<file path="config.mk">
export PLATFORM = sky130hd
export DESIGN_NAME = bcd_serial_convert
export DESIGN_NICKNAME = d
export VERILOG_FILES = /design/src/rtl/bcd_pkg.sv /design/src/rtl/bcd_add3_digit.sv /design/src/rtl/bcd_serial_convert.sv
export SDC_FILE = /design/constraint.sdc
export NUM_CORES = 1
export LEC_CHECK = 0
export ABC_AREA = 1
export BUFFER_PORTS_ARGS = -buffer_cell sky130_fd_sc_hd__buf_2
export CORE_MARGIN = 10
export CORE_UTILIZATION = 50
export DETAILED_ROUTE_END_ITERATION = 16
export PLACE_DENSITY_LB_ADDON = 0.08
export SKIP_LAST_GASP = 1
export SLEW_MARGIN = 10
export SYNTH_ARGS = -nofsm -noshare
export SYNTH_HDL_FRONTEND = slang
export SYNTH_SLANG_ARGS = --single-unit
</file>
<file path="constraint.sdc">
create_clock -name clk -period 2.1 [get_ports clk]
set_clock_uncertainty 0.15 [all_clocks]
set_input_delay 0.105 -clock clk [delete_from_list [all_inputs] [get_ports clk]]
set_output_delay 0.105 -clock clk [all_outputs]
set_load 0.02 [all_outputs]
</file>
<file path="src/rtl/bcd_pkg.sv">
// Shared definitions for the serial binary-to-BCD converter: digit width,
// FSM state encoding and the elaboration-time digit-count helper.
package bcd_pkg;

  localparam int DIGIT_W = 4;

  typedef enum logic {
    IDLE  = 1'b0,
    SHIFT = 1'b1
  } state_e;

  // Smallest digit count d with 10^d >= 2^width.
  function automatic int min_digits(input int width);
    longint unsigned lim;
    longint unsigned pow10;
    int              d;
    lim   = 64'd1 << width;
    pow10 = 64'd10;
    d     = 1;
    while (pow10 < lim) begin
      pow10 = pow10 * 64'd10;
      d     = d + 1;
    end
    return d;
  endfunction

endpackage

</file>
<file path="src/rtl/bcd_add3_digit.sv">
// One double-dabble adjust cell: a BCD digit of 5 or more gets 3 added so the
// following left shift carries correctly into the next decimal digit.
module bcd_add3_digit
  import bcd_pkg::*;
(
  input  logic [DIGIT_W-1:0] digit_i,
  output logic [DIGIT_W-1:0] digit_o
);

  assign digit_o = (digit_i >= 4'd5) ? (digit_i + 4'd3) : digit_i;

endmodule

</file>
<file path="src/rtl/bcd_serial_convert.sv">
// Sequential shift-and-add-3 binary-to-BCD converter, one operand bit per clock,
// with start/done handshake and optional two's-complement input.
module bcd_serial_convert
  import bcd_pkg::*;
#(
  parameter int BIN_W  = 8,
  parameter int DIGITS = 3,
  parameter int SIGNED = 0
) (
  input  logic                      clk,
  input  logic                      rst_n,
  input  logic                      start,
  input  logic [BIN_W-1:0]          bin,
  output logic                      busy,
  output logic                      done,
  output logic [DIGIT_W*DIGITS-1:0] bcd,
  output logic                      neg
);

  localparam int ACC_W = DIGIT_W * DIGITS;
  localparam int CNT_W = $clog2(BIN_W + 1);

  if (BIN_W < 2) begin : g_bad_width
    $error("bcd_serial_convert: BIN_W must be at least 2");
  end
  if (DIGITS < min_digits(BIN_W)) begin : g_bad_digits
    $error("bcd_serial_convert: DIGITS too small to hold 2^BIN_W-1");
  end

  state_e             state_q, state_d;
  logic [CNT_W-1:0]   cnt_q, cnt_d;
  logic [BIN_W-1:0]   op_q, op_d;
  logic [ACC_W-1:0]   acc_q, acc_d;
  logic               sign_q, sign_d;
  logic [ACC_W-1:0]   bcd_q, bcd_d;
  logic               neg_q, neg_d;
  logic               done_q, done_d;

  logic [ACC_W-1:0]       acc_adj;
  logic [ACC_W+BIN_W-1:0] cat_shift;
  logic [BIN_W-1:0]       bin_mag;
  logic                   bin_sign;

  for (genvar k = 0; k < DIGITS; k++) begin : g_digit
    bcd_add3_digit u_add3 (
      .digit_i (acc_q[DIGIT_W*k +: DIGIT_W]),
      .digit_o (acc_adj[DIGIT_W*k +: DIGIT_W])
    );
  end

  // The most negative input negates to itself, which read unsigned is the
  // correct magnitude 2^(BIN_W-1).
  assign bin_sign  = (SIGNED != 0) && bin[BIN_W-1];
  assign bin_mag   = bin_sign ? (~bin + 1'b1) : bin;
  assign cat_shift = {acc_adj, op_q} << 1;

  always_comb begin
    state_d = state_q;
    cnt_d   = cnt_q;
    op_d    = op_q;
    acc_d   = acc_q;
    sign_d  = sign_q;
    bcd_d   = bcd_q;
    neg_d   = neg_q;
    done_d  = 1'b0;
    case (state_q)
      IDLE: begin
        if (start) begin
          state_d = SHIFT;
          cnt_d   = CNT_W'(BIN_W);
          op_d    = bin_mag;
          acc_d   = '0;
          sign_d  = bin_sign;
        end
      end
      SHIFT: begin
        acc_d = cat_shift[ACC_W+BIN_W-1:BIN_W];
        op_d  = cat_shift[BIN_W-1:0];
        cnt_d = cnt_q - 1'b1;
        if (cnt_q == CNT_W'(1)) begin
          state_d = IDLE;
          bcd_d   = cat_shift[ACC_W+BIN_W-1:BIN_W];
          neg_d   = sign_q;
          done_d  = 1'b1;
        end
      end
      default: state_d = IDLE;
    endcase
  end

  always_ff @(posedge clk or negedge rst_n) begin
    if (!rst_n) begin
      state_q <= IDLE;
      cnt_q   <= '0;
      op_q    <= '0;
      acc_q   <= '0;
      sign_q  <= 1'b0;
      bcd_q   <= '0;
      neg_q   <= 1'b0;
      done_q  <= 1'b0;
    end else begin
      state_q <= state_d;
      cnt_q   <= cnt_d;
      op_q    <= op_d;
      acc_q   <= acc_d;
      sign_q  <= sign_d;
      bcd_q   <= bcd_d;
      neg_q   <= neg_d;
      done_q  <= done_d;
    end
  end

  assign busy = (state_q == SHIFT);
  assign done = done_q;
  assign bcd  = bcd_q;
  assign neg  = (SIGNED != 0) ? neg_q : 1'b0;

endmodule

</file>
==> flow_summary.ini <==
[outcome]
run_status = complete, no violations

[detailed_routing]
dr_total_vias = 1560
routed_via_density = 5.29
drt_first_pass_iters = 4
count_of_antenna_violating_nets_left_after_detailed_routing = 0
drc = 0
wl_mm = 4.10
drt_iter0_drc = 171
wl_per_cell_microns = 13.9

[floorplan]
dieArea_sq_um = 6500
floorplan.initialDensity_pct = 53.4
floorplan.die.width_microns = 80.6
io_pins = 26
die_height_microns = 80.6
fp-row-count = 21
core_area_sq_um = 3440

[sta]
grt_setup_unrepaired = false
report.final.setup_viol = 0
max_slew.worst_pin.slew_ns = 0.833
timing.slew.headroom_pct = 44.5
max_freq_mhz = 594
final-hold-violation-count = 0
final.hold.worst_slack_ns = 0.0120
fin_setup_tns_ns = 0
final.period_utilization_pct = 80.1
min_period_ns = 1.68
timing.final.max_slew_violations = 0

[critical_path]
reg2reg_setup_slack_ns = 0.42
cp_data_required_time_ns = 2.19
criticalPathCategory = register to register
element_type_at_the_critical_path_start = register
delay_contributed_by_the_slowest_stage_of_the_critical_path_ns = 0.67
critical_path_cell_by_cell = nand3_2 > inv_2 > nand3_1 > nand2_1
critPathBufInv = 1
timing.critical_path.max_delay_family = flip-flops
path_max_fanout = 15
endpoint_kind = register
max_stage_delay_cell_worst_path = sky130_fd_sc_hd__dfrtp_1
worstPathArrival_ns = 1.77

[global_routing]
pin_count_of_the_biggest_net_entering_global_routing = 39
first_global_vias = 1582
antenna_found_initial = 0
grt_util_overall_pct = 13.5
grt_first_pass_wirelength_mm = 7.00
overflow = 0

[finish]
stdcell_count = 295
drive_gt1_share_pct = 15.3
layout_commonest_cell = sky130_fd_sc_hd__nand2_1
antenna_cells_inserted = 0
layout-area-overhead-vs-synth_pct = 18.1
finish.net_count = 267
final_cell_mix = sky130_fd_sc_hd__nand2_1 (65), sky130_fd_sc_hd__dfrtp_1 (38), sky130_fd_sc_hd__nand3_1 (30)

[yosys]
ys_warn_count = 0
post_synth_inst_count = 214
synth.area.top_cells = sky130_fd_sc_hd__dfrtp_1 (52%), sky130_fd_sc_hd__nand2_1 (13%), sky130_fd_sc_hd__nand3_1 (8.2%)
sequential_fraction_of_the_synthesis_area_pct = 51.8
post_syn_area_per_cell_sq_um = 8.58
synth_area_sq_um = 1840
synth.net_count = 233
synthDominantAreaCellType = sky130_fd_sc_hd__dfrtp_1
synth_top_area_share_pct = 51.8
synth_seq_cells = 38
synthDistinctLibCells = 22

[placed_design]
gp_routability_congestion = 0.814
placed_cells_incl_taps = 278
dpl.hpwl_mm = 2.87
place.port_buffers = 24

[clock_tree]
root_buffer = sky130_fd_sc_hd__clkbuf_8
tritoncts_num_sinks = 38
ctsResizeCount = 0
cts_tree = done
clock_transition_time_at_the_flip_flop_clock_pins_of_the_worst_setup_and_hold_paths_ns = 0.07
cts-root-to-sink-buffers = 2
h-tree-depth = 2
cts_buffers = 5
post-cts-setup-buffers = 0
worstSkewPairLatency_ns = 0.29
hold_buffers = 9

[pwr]
peakVddDrop_v = 0.000781
powerDensity_nw_per_um2 = 1650
power_leakage_nw = 1.13

[worst_hold_path]
hold_path.class = input pin to register

[job]
drv.max_cap_violation_count = 0
final timing paths:
path / from / endpoint / cells after the start
min in group asynchronous: rst_n / acc_q[10]$_DFFE_PN0P_ / 2
setup / recovery: busy$_DFF_PN0_ / bcd[6]$_DFFE_PN0P_ / 4
hold / removal: start / op_q[0]$_DFFE_PN0P_ / 3
hold reg to reg: bcd[2]$_DFFE_PN0P_ / bcd[2]$_DFFE_PN0P_ / 2
max in group asynchronous: rst_n / bcd[3]$_DFFE_PN0P_ / 2
setup reg to reg: busy$_DFF_PN0_ / bcd[6]$_DFFE_PN0P_ / 4
metal layers:
layer	global-route usage [%]	part of all wire (%)	vias up
met5	0	0	-
met4	7.57	1.4	0
met3	3.90	7.2	7
met2	21.8	49	52
met1	15.7	42	730
li1	-	-	771
registers in the layout, summed over array words and instances, names as in the netlist:
signal,flops
acc_q,12
bcd,12
op_q,8
cnt_q,4
busy,1
done,1
Yosys cell counts:
library cell / n
sky130_fd_sc_hd__buf_2: 3
sky130_fd_sc_hd__buf_4: 2
sky130_fd_sc_hd__buf_6: 2
sky130_fd_sc_hd__clkbuf_1: 1
sky130_fd_sc_hd__conb_1: 1
sky130_fd_sc_hd__dfrtp_1: 38
sky130_fd_sc_hd__ha_1: 8
sky130_fd_sc_hd__inv_1: 22
sky130_fd_sc_hd__inv_2: 3
sky130_fd_sc_hd__nand2_1: 65
sky130_fd_sc_hd__nand2_2: 1
sky130_fd_sc_hd__nand3_1: 30
sky130_fd_sc_hd__nand3_2: 1
sky130_fd_sc_hd__nand3b_1: 1
sky130_fd_sc_hd__nand4_1: 6
sky130_fd_sc_hd__nor2_1: 5
sky130_fd_sc_hd__nor3_1: 1
sky130_fd_sc_hd__o211ai_2: 1
sky130_fd_sc_hd__o21ai_0: 12
sky130_fd_sc_hd__o21ai_1: 1
sky130_fd_sc_hd__o221ai_1: 5
sky130_fd_sc_hd__o22ai_1: 5
power breakdown:
part           internal (W)  switching, W  total [W]  leakage [nW]
registers           0.00107      0.000253    0.00133         0.475
clock network      0.000355      0.000250   0.000606        0.0524
logic              0.000573       0.00107    0.00164         0.606
total               0.00200       0.00157    0.00357          1.13
stage by stage:
stage,area (sq um),setup slack [ns],utilization [%],total power (W)
final,2170,0.418,63.0,0.00357
after global routing,2170,0.314,63.0,0.00391
after CTS,2170,0.445,63.0,0.00358
after detailed placement,1970,0.472,57.3,0.00296
after global placement,1970,0.481,57.3,0.00288
after floorplan,1840,0.769,-,0.00252
area by class of cell:
cell class                      instances  area, sq um
Inverter                               25         93.8
Timing Repair Buffer                   35          225
Clock inverter                          1         30.0
Fill cell                             308         1270
Clock buffer                            7         76.3
Tap cell                               46         57.6
Multi-Input combinational cell        143          736
Sequential cell                        38          951
cells by family after synthesis:
logic type / synth area share (%)
fa+ha+maj: 5.45
buf+inv: 8.17
other cells: 0.204
flops: 51.8
compound gates: 8.31
simple gates: 26.1
tightest hold or removal path: cells and delay by family:
kind / cells / cell delay (ns)
simple gates: 1 / 0.09
buf+inv: 1 / 0.15
compound gates: 1 / 0.07
No activity file was read; power rests on OpenSTA's default activity.
